[src/rtl/glcpu_pkg.sv]
// Shared definitions for the ALU instruction sequencer.
// Holds the sequencer state enum, the register-file address width, the
// compare function code and the instruction field bit positions.
package glcpu_pkg;

  localparam int unsigned RF_AW = 2;

  // Compare sets flags only and never writes the register file.
  localparam logic [2:0] ALU_FUNC_CMP = 3'b110;

  // Instruction layout: {src_b[7:6], func[5:3], dst[2:1], unused[0]}.
  localparam int unsigned INSTR_SRC_B_MSB = 7;
  localparam int unsigned INSTR_SRC_B_LSB = 6;
  localparam int unsigned INSTR_FUNC_MSB  = 5;
  localparam int unsigned INSTR_FUNC_LSB  = 3;
  localparam int unsigned INSTR_DST_MSB   = 2;
  localparam int unsigned INSTR_DST_LSB   = 1;

  typedef enum logic [2:0] {
    StIdle,
    StRdA,
    StRdB,
    StExec,
    StWb
  } seq_state_e;

endpackage

[src/rtl/alu_sequencer_if.sv]
// Decoder / register-file / ALU control bundle of the ALU sequencer.
// master: the sequencer (accepts instructions, drives datapath controls).
// slave:  the environment (decoder, register file, ALU).
// Signals: instr_valid/instr/instr_ready handshake, flush abort, register
// file read/write addresses and enables, ALU function and latch enables,
// done/busy status. alu_carry, alu_zero and flags exist only when the
// ALU_SEQ_FLAGS_EN macro is defined.
interface alu_sequencer_if #(
  parameter int unsigned RF_AW = 2
);
  logic             instr_valid;
  logic [7:0]       instr;
  logic             instr_ready;
  logic             flush;
  logic [RF_AW-1:0] rf_raddr;
  logic             a_load;
  logic             b_load;
  logic [2:0]       alu_func;
  logic             res_load;
  logic [RF_AW-1:0] rf_waddr;
  logic             rf_we;
  logic             done;
  logic             busy;
`ifdef ALU_SEQ_FLAGS_EN
  logic             alu_carry;
  logic             alu_zero;
  logic [1:0]       flags;
`endif

  modport master (
    input  instr_valid, instr, flush,
`ifdef ALU_SEQ_FLAGS_EN
    input  alu_carry, alu_zero,
    output flags,
`endif
    output instr_ready, rf_raddr, a_load, b_load, alu_func, res_load,
    output rf_waddr, rf_we, done, busy
  );

  modport slave (
    output instr_valid, instr, flush,
`ifdef ALU_SEQ_FLAGS_EN
    output alu_carry, alu_zero,
    input  flags,
`endif
    input  instr_ready, rf_raddr, a_load, b_load, alu_func, res_load,
    input  rf_waddr, rf_we, done, busy
  );

endinterface

[src/rtl/alu_seq_fsm.sv]
// State register and next-state logic of the ALU sequencer.
// Ports: clk, reset (sync, active-high), flush (abort to idle),
// accept (instruction handshake this cycle), state (current state).
module alu_seq_fsm
  import glcpu_pkg::*;
(
  input  logic       clk,
  input  logic       reset,
  input  logic       flush,
  input  logic       accept,
  output seq_state_e state
);

  seq_state_e state_q, state_d;

  always_ff @(posedge clk) begin
    if (reset) begin
      state_q <= StIdle;
    end else begin
      state_q <= state_d;
    end
  end

  always_comb begin
    state_d = state_q;
    if (flush) begin
      state_d = StIdle;
    end else begin
      unique case (state_q)
        StIdle:  state_d = accept ? StRdA : StIdle;
        StRdA:   state_d = StRdB;
        StRdB:   state_d = StExec;
        StExec:  state_d = StWb;
        StWb:    state_d = accept ? StRdA : StIdle;
        default: state_d = StIdle;
      endcase
    end
  end

  assign state = state_q;

endmodule

[src/rtl/alu_sequencer.sv]
// Multi-cycle controller sequencing one register-to-register ALU instruction:
// read A, read B, execute, writeback. Accepts a new instruction in idle or in
// the writeback cycle.
// Ports: clk, reset (sync, active-high), bus (alu_sequencer_if.master).
// Optional feature macro: ALU_SEQ_FLAGS_EN adds a {carry, zero} flags register
// captured in execute and committed at the end of writeback.
module alu_sequencer #(
  parameter int unsigned RF_AW = glcpu_pkg::RF_AW
) (
  input logic            clk,
  input logic            reset,
  alu_sequencer_if.master bus
);
  import glcpu_pkg::*;

  seq_state_e state;
  logic       accept;
  logic [1:0] src_b_q;
  logic [1:0] dst_q;
  logic [2:0] func_q;

  // Ready is gated by flush so an aborting cycle never takes a new instruction.
  assign bus.instr_ready = ((state == StIdle) || (state == StWb)) && !bus.flush;
  assign accept          = bus.instr_valid && bus.instr_ready;

  alu_seq_fsm u_fsm (
    .clk    (clk),
    .reset  (reset),
    .flush  (bus.flush),
    .accept (accept),
    .state  (state)
  );

  always_ff @(posedge clk) begin
    if (reset) begin
      src_b_q <= '0;
      dst_q   <= '0;
      func_q  <= '0;
    end else if (accept) begin
      src_b_q <= bus.instr[INSTR_SRC_B_MSB:INSTR_SRC_B_LSB];
      func_q  <= bus.instr[INSTR_FUNC_MSB:INSTR_FUNC_LSB];
      dst_q   <= bus.instr[INSTR_DST_MSB:INSTR_DST_LSB];
    end
  end

  logic unused_instr_lsb;
  assign unused_instr_lsb = bus.instr[0];

  always_comb begin
    bus.rf_raddr = '0;
    bus.a_load   = 1'b0;
    bus.b_load   = 1'b0;
    bus.alu_func = '0;
    bus.res_load = 1'b0;
    bus.rf_waddr = '0;
    bus.rf_we    = 1'b0;
    bus.done     = 1'b0;
    bus.busy     = (state != StIdle);
    unique case (state)
      StRdA: begin
        bus.rf_raddr = RF_AW'(dst_q);
        bus.a_load   = 1'b1;
      end
      StRdB: begin
        bus.rf_raddr = RF_AW'(src_b_q);
        bus.b_load   = 1'b1;
      end
      StExec: begin
        bus.alu_func = func_q;
        bus.res_load = 1'b1;
      end
      StWb: begin
        bus.alu_func = func_q;
        bus.rf_waddr = RF_AW'(dst_q);
        // Flush retires nothing: no write, no done.
        bus.done     = !bus.flush;
        bus.rf_we    = !bus.flush && (func_q != ALU_FUNC_CMP);
      end
      default: ;
    endcase
  end

`ifdef ALU_SEQ_FLAGS_EN
  logic [1:0] flags_tmp_q;
  logic [1:0] flags_q;

  always_ff @(posedge clk) begin
    if (reset) begin
      flags_tmp_q <= '0;
      flags_q     <= '0;
    end else begin
      if (state == StExec) begin
        flags_tmp_q <= {bus.alu_carry, bus.alu_zero};
      end
      if ((state == StWb) && !bus.flush) begin
        flags_q <= flags_tmp_q;
      end
    end
  end

  assign bus.flags = flags_q;
`endif

endmodule

[src/flat_wrapper.sv]
// flat-port wrapper written by rule: the top's interface ports become plain ports
module alu_sequencer_flat import glcpu_pkg::*;
#(
  parameter int unsigned RF_AW = glcpu_pkg::RF_AW
)
  (clk, reset, bus_instr_valid, bus_instr, bus_flush, bus_instr_ready, bus_rf_raddr, bus_a_load, bus_b_load, bus_alu_func, bus_res_load, bus_rf_waddr, bus_rf_we, bus_done, bus_busy);
  alu_sequencer_if #(.RF_AW(RF_AW)) bus_i ();
  input logic clk;
  input logic reset;
  input wire logic [$bits(bus_i.instr_valid)-1:0] bus_instr_valid;
  input wire logic [$bits(bus_i.instr)-1:0] bus_instr;
  input wire logic [$bits(bus_i.flush)-1:0] bus_flush;
  output wire logic [$bits(bus_i.instr_ready)-1:0] bus_instr_ready;
  output wire logic [$bits(bus_i.rf_raddr)-1:0] bus_rf_raddr;
  output wire logic [$bits(bus_i.a_load)-1:0] bus_a_load;
  output wire logic [$bits(bus_i.b_load)-1:0] bus_b_load;
  output wire logic [$bits(bus_i.alu_func)-1:0] bus_alu_func;
  output wire logic [$bits(bus_i.res_load)-1:0] bus_res_load;
  output wire logic [$bits(bus_i.rf_waddr)-1:0] bus_rf_waddr;
  output wire logic [$bits(bus_i.rf_we)-1:0] bus_rf_we;
  output wire logic [$bits(bus_i.done)-1:0] bus_done;
  output wire logic [$bits(bus_i.busy)-1:0] bus_busy;
  assign bus_i.instr_valid = bus_instr_valid;
  assign bus_i.instr = bus_instr;
  assign bus_i.flush = bus_flush;
  assign bus_instr_ready = bus_i.instr_ready;
  assign bus_rf_raddr = bus_i.rf_raddr;
  assign bus_a_load = bus_i.a_load;
  assign bus_b_load = bus_i.b_load;
  assign bus_alu_func = bus_i.alu_func;
  assign bus_res_load = bus_i.res_load;
  assign bus_rf_waddr = bus_i.rf_waddr;
  assign bus_rf_we = bus_i.rf_we;
  assign bus_done = bus_i.done;
  assign bus_busy = bus_i.busy;
  alu_sequencer #(.RF_AW(RF_AW)) u_core (.clk(clk), .reset(reset), .bus(bus_i));
endmodule
[config.mk]
export PLATFORM = sky130hd
export DESIGN_NAME = alu_sequencer_flat
export DESIGN_NICKNAME = d
export VERILOG_FILES = /design/src/rtl/glcpu_pkg.sv /design/src/rtl/alu_sequencer_if.sv /design/src/rtl/alu_seq_fsm.sv /design/src/rtl/alu_sequencer.sv /design/src/flat_wrapper.sv
export SDC_FILE = /design/constraint.sdc
export NUM_CORES = 1
export LEC_CHECK = 0
export BUFFER_PORTS_ARGS = -buffer_cell sky130_fd_sc_hd__buf_2
export CAP_MARGIN = 30
export CORE_MARGIN = 1
export CORE_UTILIZATION = 40
export DETAILED_ROUTE_END_ITERATION = 10
export GPL_ROUTABILITY_DRIVEN = 1
export PLACE_DENSITY = 0.69
export SETUP_SLACK_MARGIN = 0.1
export SLEW_MARGIN = 20
export SYNTH_ARGS = -nofsm -noshare
export SYNTH_HDL_FRONTEND = slang
export SYNTH_SLANG_ARGS = --single-unit
[constraint.sdc]
create_clock -name clk -period 1.7 [get_ports clk]
set_clock_uncertainty 0.1 [all_clocks]
set_input_delay 0.255 -clock clk [delete_from_list [all_inputs] [get_ports clk]]
set_output_delay 0.255 -clock clk [all_outputs]
set_load 0.03 [all_outputs]
==> flow_summary_export.csv <==
group,metric,value,unit
run_status,status,"complete, but fails checks",
run_status,failed_checks,"setup timing",
floorplan,rows,13,
drt,post_drt_wl_per_cell,12.3,µm
critical_path,cp-start-kind,"flop",
timing,fmax,575,MHz
yosys,synth_edf_count,0,
cts,clk_path_buf_depth,2,
critical_path,crit_chain,"or3b_4, a21boi_2, buf_6",
drt,route.detailed.drc,0,
drt,wl,1.33,mm
critical_path,critPathSlowestCell,"or3b_4",
yosys,synth_top_area_cell,"dfxtp_1",
drt,first_pass_iters,3,
critical_path,cp-end-kind,"primary output",
floorplan,die_w,41.1,µm
global_route,grt_antenna_before_repair,0,
cts,cts_tree,"built",
layout,finalNonFillerCells,108,
yosys,avgSynthCellArea,10.0,µm²
timing,fin_ws,-0.0388,ns
yosys,ys_seq_elements,10,
yosys,synth_commonest_cells,"nand2b_1, dfxtp_1, mux2i_1",
placement,io_buffer_count,24,
yosys,synth.most_common_cell,"nand2b_1",
timing,max_slew_margin,84.1,%
cts,clock-sinks,10,
timing,hold_ws,0.144,ns
worst_hold_path,worstHoldPathType,"input pin to flop",
global_route,gr-usage-all-layers,18.7,%
layout,nNetsFinal,106,
layout,area_growth,50.8,%
timing,rsz0062_at_grt,"yes",
cts,clock_latency,0.26,ns
yosys,synth_cell_types,23,
timing,layout_min_cycle_time,1.74,ns
cts,cts_htree_levels,1,
critical_path,worstPathArrival,1.38,ns
floorplan,core,1370,µm²
timing,setup_violations,3,
yosys,async_flop_share,0,%
placement,gp_congestion,0.693,
timing,min_period_over_period,102,%
global_route,grt_max_degree,18,
cts,holdBufCountCts,0,
global_route,grt_pass1_vias,436,
placement,hpwlAfterDp,835,µm
yosys,seq_area_frac_synth,32.8,%
yosys,syn_area,611,µm²
run,drv_cap,0,
floorplan,pin_count,26,
critical_path,criticalPathCategory,"flop to primary output",
power_and_ir_drop,p_total,0.000569,W
critical_path,slowest_delay,0.43,ns
cts,cts_root_buffer,"clkbuf_4",
yosys,synth_top_area_share,32.8,%
global_route,grt_overflow_total,0,
yosys,synth_flop_cell,"dfxtp_1",
floorplan,dieArea,1690,µm²
drt,viasPerCell,5.01,
power_and_ir_drop,peakVddDrop,0.475,mV
yosys,synth_cells,61,
placement,dpl_worst_slack,0.140,ns
drt,final_antenna_net_count,0,
layout,diodes,0,
yosys,synthesis.nets,73,
floorplan,die_h,41.1,µm
cts,cts_made_buffers,3,
drt,vias,541,
global_route,grt_pass1_wl,1.90,mm
timing,worst_pin_slew,0.238,ns
power_and_ir_drop,leakagePower,0.413,nW
timing,report.final.slew_viol_count,0,
layout,final_core_util,67.4,%
power_and_ir_drop,power_density,618,nW/µm²
drt,drt_iter0_drc,3,
yosys,synth_area_leaders,"dfxtp_1, nand2b_1, mux2i_1, buf_6, nor3b_2",
critical_path,cp_max_fo,5,
critical_path,cp.required,1.34,ns
yosys,yosysWarningCount,0,
placement,dp.cells,99,
timing,hold_viol,0,
cts,cts.clk_slew.worst_paths,0.07,ns
floorplan,start_util,44.7,%
layout,drive_above_1_share,54.8,%
cells by family (layout without fill, tap and decap cells):
family / Yosys count / count (layout) / share of synthesized area, %
AND/OR/NAND/NOR: 30 / 30 / 36.3
flip-flops: 10 / 10 / 32.8
AO/OA/AOI/OAI: 7 / 7 / 10.7
multiplexers: 7 / 7 / 11.5
buffers and inverters: 6 / 38 / 7.38
XOR/XNOR: 1 / 1 / 1.43
flip-flops by register name, summed over array words and instances (netlist names):
register            flops
u_core.src_b_q          2
u_core.u_fsm.state      3
u_core.dst_q            2
u_core.func_q           3
final timing paths:
check / from / endpoint / slack [ns] / cells past startpoint
max: u_core.u_fsm.state[0] / bus_alu_func[0] / -0.04 / 3
min reg2reg: u_core.func_q[2] / u_core.func_q[2] / 0.38 / 2
max reg2reg: u_core.u_fsm.state[0] / u_core.src_b_q[1] / 0.33 / 4
min: bus_instr[5] / u_core.func_q[2] / 0.14 / 3
cells in the final DEF, fill, tap and decap left out:
master	instances
nand2b_1	16
buf_4	13
buf_2	11
buf_6	9
mux2i_1	7
dfxtp_1	7
clkbuf_4	3
a21boi_1	2
nor3b_4	2
and3_1	2
dfxtp_4	2
nand3b_1	1
or3b_4	1
a21boi_2	1
a22o_1	1
a22o_2	1
or3_4	1
inv_1	1
nor3_4	1
nor2_2	1
and2_4	1
nand2_1	1
o211a_1	1
nor4b_4	1
xnor2_1	1
nor4_1	1
a2111oi_2	1
nor3_1	1
clkbuf_8	1
dfxtp_2	1
routing by layer:
| metal | routed length (µm) | vias to the layer above | GRT usage [%] |
|---|---|---|---|
| li1 | - | 278 | - |
| met1 | 620 | 249 | 23.0 |
| met2 | 649 | 14 | 27.0 |
| met3 | 61 | 0 | 8.15 |
| met5 | 0 | - | 0 |
| met4 | 0 | 0 | 10.0 |
metrics by stage:
step                      instance area, µm²  TNS (ns)
final                                    921   -0.0852
after global routing                     921    -0.269
after floorplan                          624  -0.00424
after global placement                   752         0
after CTS                                873  -0.00727
after detailed placement                 752         0
critical path, delay by kind of cell, from the launching register on:
kind	cells	cell delay (ns)
AOI/OAI and AO/OA	1	0.18
DFF	1	0.36
and+or+nand+nor	1	0.43
buffers and inverters	1	0.15
power breakdown:
group / switching (W) / total [W] / internal [W] / leakage, nW
registers: 0.00000845 / 0.000251 / 0.000243 / 0.0835
logic: 0.0000493 / 0.000104 / 0.0000548 / 0.309
clock network: 0.0000837 / 0.000214 / 0.000130 / 0.0210
total: 0.000141 / 0.000569 / 0.000428 / 0.413
timing repair:
| action | in CTS | in global routing |
|---|---|---|
| resized for setup | 19 | 18 |
| setup buffers | 4 | 1 |
| setup endpoints to repair | 14 | 13 |
| pin swaps | 8 | 5 |
area by class of cell:
| type | instances | area [µm²] |
|---|---|---|
| flip-flops and latches | 10 | 209 |
| well taps | 15 | 18.8 |
| repair buffers | 33 | 254 |
| clock buffers | 4 | 36.3 |
| multi-input cells | 45 | 399 |
| inverters | 1 | 3.75 |
| fillers | 111 | 445 |
(Power assumes the default switching activity.)
